[config.mk]
export PLATFORM = sky130hd
export DESIGN_NAME = digit_serial_addsub
export DESIGN_NICKNAME = d
export VERILOG_FILES = /design/src/rtl/digit_serial_addsub.sv
export SDC_FILE = /design/constraint.sdc
export NUM_CORES = 1
export LEC_CHECK = 0
export ABC_CLOCK_PERIOD_IN_PS = 2190
export CAP_MARGIN = 40
export CORE_MARGIN = 2
export CORE_UTILIZATION = 37
export CTS_BUF_LIST = sky130_fd_sc_hd__clkbuf_4 sky130_fd_sc_hd__clkbuf_8
export CTS_CLUSTER_SIZE = 28
export DETAILED_ROUTE_END_ITERATION = 7
export PLACE_DENSITY = 0.6
export SYNTH_ARGS = -nofsm -noshare
export SYNTH_HDL_FRONTEND = slang
export SYNTH_SLANG_ARGS = --single-unit
[constraint.sdc]
create_clock -name clk -period 2.19 [get_ports clk]
set_clock_uncertainty 0.15 [all_clocks]
set_input_delay 0.3285 -clock clk [delete_from_list [all_inputs] [get_ports clk]]
set_output_delay 0.3285 -clock clk [all_outputs]
set_load 0.1 [all_outputs]
[src/rtl/digit_serial_addsub.sv]
// Digit-serial two's-complement adder/subtractor, LSB-first, DIGIT_W bits per cycle, LEN digits per word.
// Optional framing check enabled by defining DSA_FRAME_CHECK_EN (adds in_last / frame_err).
module digit_serial_addsub #(
   parameter int unsigned DIGIT_W = 1,
   parameter int unsigned LEN     = 8
) (
   input  logic               clk,
   input  logic               reset_n,
   input  logic               abort,
   input  logic               in_valid,
   input  logic               sub,
   input  logic [DIGIT_W-1:0] a,
   input  logic [DIGIT_W-1:0] b,
`ifdef DSA_FRAME_CHECK_EN
   input  logic               in_last,
   output logic               frame_err,
`endif
   output logic               out_valid,
   output logic [DIGIT_W-1:0] sum,
   output logic               out_last,
   output logic               cout,
   output logic               ovf
);

   localparam int unsigned CNT_W = (LEN > 1) ? $clog2(LEN) : 1;
   localparam logic [CNT_W-1:0] CNT_LAST = CNT_W'(LEN - 1);

   typedef enum logic {IDLE, RUN} state_t;

   state_t             state;
   logic [CNT_W-1:0]   cnt;
   logic               carry;
   logic               sub_lat;

   logic               accept;
   logic               first;
   logic               last;
   logic               sub_eff;
   logic               c_in;
   logic [DIGIT_W-1:0] b_x;
   logic [DIGIT_W-1:0] s_d;
   logic               c_o;
   logic               c_msb;

   // Digit datapath: first digit takes sub directly, later digits use the latched copy
   always_comb begin
      accept         = in_valid & ~abort;
      first          = (state == IDLE);
      last           = (cnt == CNT_LAST);
      sub_eff        = first ? sub : sub_lat;
      c_in           = first ? sub : carry;
      b_x            = sub_eff ? ~b : b;
      {c_o, s_d}     = {1'b0, a} + {1'b0, b_x} + (DIGIT_W+1)'(c_in);
      // sum bit = a ^ b ^ carry-in, so the carry into the MSB is recoverable from it
      c_msb          = a[DIGIT_W-1] ^ b_x[DIGIT_W-1] ^ s_d[DIGIT_W-1];
   end

   // Framing FSM, carry/sub state and registered outputs
   always_ff @(posedge clk or negedge reset_n) begin
      if (!reset_n) begin
         state     <= IDLE;
         cnt       <= '0;
         carry     <= 1'b0;
         sub_lat   <= 1'b0;
         out_valid <= 1'b0;
         sum       <= '0;
         out_last  <= 1'b0;
         cout      <= 1'b0;
         ovf       <= 1'b0;
`ifdef DSA_FRAME_CHECK_EN
         frame_err <= 1'b0;
`endif
      end else begin
         out_valid <= accept;
         out_last  <= 1'b0;
         cout      <= 1'b0;
         ovf       <= 1'b0;
`ifdef DSA_FRAME_CHECK_EN
         frame_err <= 1'b0;
`endif
         if (abort) begin
            state <= IDLE;
            cnt   <= '0;
            carry <= 1'b0;
         end else if (accept) begin
            sum   <= s_d;
            carry <= c_o;
            if (first) sub_lat <= sub;
`ifdef DSA_FRAME_CHECK_EN
            frame_err <= (in_last != last);
`endif
            if (last) begin
               state    <= IDLE;
               cnt      <= '0;
               out_last <= 1'b1;
               cout     <= c_o;
               ovf      <= c_msb ^ c_o;
            end else begin
               state <= RUN;
               cnt   <= cnt + CNT_W'(1);
            end
         end
      end
   end

endmodule

== Yosys cells after proc, flatten, opt, wreduce, memory -nomap -nowiden ==
Cells that the tools add are included.
Widths: inputs -> output; s select.
Storage, ports and cells
  bits in registers: 11
  logic and storage cells: 41
  input port bits: 7
  output and inout port bits: 5
Cells by class
  bitwise logic cells: 6
  reductions and logical operators: 2
  eq/ne operators: 1
  multiplexer cells: 20
  add/sub/neg operators: 3
Operators by type and width (number)
  $mux 1: 17
  $mux 3: 3
  $add 3x1->3 const B: 1
  $eq 3x3->1 const B: 1
  $xor 1x1->1: 3
  $add 1x1->2: 1
  $add 2x1->2: 1
  $not 1->1: 2
  $reduce_and 2->1: 1
  $reduce_bool 2->1: 1
  $and 1x1->1: 1

== Longest topological paths before layout ==
  depth after elaboration: 9
  depth in mapped cells: 5

== Worst setup path after synthesis ==
Ideal clock, no wire load.
  path type: flip-flop to flip-flop
  start: reg state
  end: reg ovf
  library setup time: 0.120 ns
  path buffers: 0
  stages on the path, launching flop included: 5
  clock period less this slack: 1.981 ns
  arrival: 1.712 ns
  slack: 0.209 ns
  cells stage by stage: dfrtp_1 -> mux2_2 -> fa_1 -> xor3_1 -> and3_1
On the way
  cells in the longest elaborated chain, start to end: 9
RTL lines
  from (decl): RTL line 30  | state_t state;
  from (signal assigned): RTL line 61  | state <= IDLE;
  from (signal assigned): RTL line 82  | state <= IDLE;
  from (signal assigned): RTL line 93  | state <= IDLE;
  $mux 1
  $mux 1: RTL line 52  | b_x = sub_eff ? ~b : b;
  $add 1x1->2: RTL line 53  | {c_o, s_d} = {1'b0, a} + {1'b0, b_x} + (DIGIT_W+1)'(c_in);
  $add 2x1->2: RTL line 53
  $xor 1x1->1: RTL line 55  | c_msb = a[DIGIT_W-1] ^ b_x[DIGIT_W-1] ^ s_d[DIGIT_W-1];
  $xor 1x1->1 (*): RTL line 97  | ovf <= c_msb ^ c_o;
  $mux 1 (*): RTL line 92  | if (last) begin
  $mux 1 (*): RTL line 85  | end else if (accept) begin
  $mux 1 (*): RTL line 81  | if (abort) begin
  to (signal assigned): RTL line 97
  to (decl): RTL line 22  | output logic ovf
Every way passes the cells marked *; elsewhere a longest branch is shown, timed or not.
A chain may end at the register's enable or synchronous reset.

== Worst setup path in the final report ==
Ends and elaborated chain as after synthesis.

==> results.sh <==
export IMPL_ys_warn_count=0
export IMPL_drv_cap=0
export IMPL_p_comb_share_pct=29.3
export IMPL_die_h_um=42.8
export IMPL_relSlewSlack_pct=67.1
export IMPL_placed_area_um2=672
export IMPL_crit_path_start="state"
export IMPL_drive_above_1_share_pct=27.3
export IMPL_areaGrowthSynthToFinish_pct=25.8
export IMPL_core_um2=1450
export IMPL_syn_area_per_cell_um2=14.0
export IMPL_synthTopCellsByCount="dfrtp_1 (11), ha_1 (3), mux2i_1 (3), nand2b_1 (3)"
export IMPL_fillCellCount=133
export IMPL_r2r_start="state"
export IMPL_outcome="complete, no violations"
export IMPL_rsz0062_at_grt="false"
export IMPL_synth_area_leaders="dfrtp_1 (49%), ha_1 (6.7%), mux2i_1 (5.4%), xor3_1 (4.3%), fa_1 (3.6%)"
export IMPL_fin_ws_ns=0.131
export IMPL_switchingPower_uw=177
export IMPL_max_freq_ghz=0.486
export IMPL_syn_instance_count=40
export IMPL_report_final_slew_viol_count=0
export IMPL_antenna_diode_count=0
export IMPL_final_area_um2=702
export IMPL_row_count=14
export IMPL_worst_pin_slew_ns=0.492
export IMPL_clk_path_buf_depth=2
export IMPL_synth_area_leader_cell="dfrtp_1"
export IMPL_cp_end_kind="register"
export IMPL_drc_errors=0
export IMPL_tritoncts_num_buffers=3
export IMPL_reg2reg_to="ovf"
export IMPL_htreeDepth=1
export IMPL_leakagePower_uw=0.000352
export IMPL_cts_root_buf="clkbuf_4"
export IMPL_holdCritPathClass="in2async"
export IMPL_start_util_pct=38.4
export IMPL_nets=67
export IMPL_synth_top_flop_cell="dfrtp_1"
export IMPL_finalWeightedCongestion=0.648
export IMPL_clk_pin_slew_ns=0.07
export IMPL_hold_ws_ns=0.239
export IMPL_cts_hold_buf=0
export IMPL_pin_count=12
export IMPL_max_vdd_ir_drop_mv=0.391
export IMPL_clock_latency_ns=0.27
export IMPL_ff2ff_path_depth=4
export IMPL_synth_edf_count=0
export IMPL_hold_viol=0
export IMPL_synth_cell_types=21
export IMPL_synth_top_area_share_pct=49.3
export IMPL_dr_pass1_iters=3
export IMPL_syn_cell_area_um2=558
export IMPL_antenna_found_initial=0
export IMPL_grt_max_degree=12
export IMPL_via_count=342
export IMPL_min_period_ns=2.06
export IMPL_r2r_setup_slack_ns=0.13
export IMPL_antenna_left=0
export IMPL_crit_arrival_ns=2.07
export IMPL_place_ws_ns=-0.138
export IMPL_grt_pass1_wl_mm=1.57
export IMPL_fin_util_pct=48.3
export IMPL_setup_viol=0
export IMPL_seqPwrFrac_pct=42.4
export IMPL_finalCritPeriodShare_pct=94.0
export IMPL_cellPowerDensity_nw_per_um2=773
export IMPL_grt_use_total_pct=11.9
export IMPL_criticalPathCategory="reg2reg"
export IMPL_yosys_register_bits=11
export IMPL_dieArea_um2=1830
export IMPL_pwr_share_clk_pct=28.3
export IMPL_worstPathRequired_ns=2.20
export IMPL_cp_max_fo=4
export IMPL_grt_pass1_vias=346
export IMPL_die_w_um=42.8
export IMPL_cts_tree="yes"
export IMPL_ys_seq_area_share_pct=49.3
export IMPL_clock_sinks=11
export IMPL_intPower_uw=366
export IMPL_wl_per_cell_um=12.9
export IMPL_grt_overflow_total=0
export IMPL_routed_wl_um=916
export IMPL_switching_share_pct=32.6
export IMPL_cts_resized_gates=0
export IMPL_via_per_inst=4.82
export IMPL_cts_setup_buffers=0
export IMPL_yosys_cell_count_top_type="dfrtp_1"
export IMPL_synth_nets=51
export IMPL_drt_iter0_markers=1
export IMPL_ys_async_sr_fraction_pct=100
export IMPL_port_buffers=11
export IMPL_cp_start_kind="register"
logic make-up after synthesis:
family                   synth area share (%)
AND/OR/NAND/NOR                          17.0
flip-flops                               49.3
multiplexers                             12.1
adder cells (fa/ha/maj)                  10.3
AO/OA/AOI/OAI                            3.36
XOR/XNOR                                 5.83
buffers and inverters                    2.02
registers in the layout (all words and copies together), names as in the netlist:
register and flops:
out_last 1, state 1, sum 1, cnt 3, cout 1, sub_lat 1
out_valid 1, carry 1, ovf 1
per-layer routing:
metal / global-route usage, % / part of all wire, % / up-vias
met5: 0 / 0 / -
met4: 5.63 / 2.1 / 0
met3: 4.68 / 8.1 / 2
met2: 17.6 / 45 / 12
met1: 15.2 / 45 / 160
li1: - / - / 168
power groups by stage:
| stage | Combinational [uW] | Sequential [uW] | Clock, uW |
|---|---|---|---|
| finish | 159 | 230 | 153 |
| global route | 170 | 232 | 169 |
| floorplan | 57.3 | 292 | 0 |
| detailed placement | 161 | 234 | 0 |
| CTS | 161 | 230 | 158 |
| global placement | 157 | 233 | 0 |
per-stage QoR:
stage          cells  total power [uW]  setup TNS [ns]
5_1_grt           71               571               0
3_3_place_gp      67               390         -0.0861
4_1_cts           71               550               0
6_report          71               543               0
2_1_floorplan     40               350               0
3_5_place_dp      67               395          -0.138
worst max-delay path by stage:
stage,end,cells after the start
2_1_floorplan,ovf,4
3_3_place_gp,ovf,5
3_5_place_dp,ovf,5
4_1_cts,ovf,4
5_1_grt,ovf,4
6_report,ovf,4
layout by cell type, fill, tap and decap left out:
master / count
nor2b_4: 1
nor2_1: 2
nand3b_1: 1
xor3_1: 1
and2_1: 1
mux2_1: 1
nor3b_2: 1
or2b_1: 1
a21oi_1: 2
fa_1: 1
clkbuf_4: 4
or3b_1: 1
dfrtp_1: 11
and3_1: 2
mux2_4: 1
ha_1: 3
mux2i_1: 3
clkdlybuf4s50_1: 6
mux2_2: 1
buf_4: 6
a21oi_2: 1
xnor2_1: 1
nand2b_1: 3
worst max-delay path: stages, from the launching register on:
cell and delay (ns):
dfrtp_1 0.43, mux2_2 0.39, fa_1 0.44, xor3_1 0.35
and3_1 0.19
layout make-up:
cell class | count | area (um2) | area share [%]
sequential | 11 | 275 | 39.2
clock buffer | 4 | 30.0 | 4.28
multi-input combinational | 28 | 272 | 38.7
tap | 16 | 20.0 | 2.85
timing repair buffer | 12 | 105 | 15.0
No activity file was read; power rests on OpenSTA's default activity.
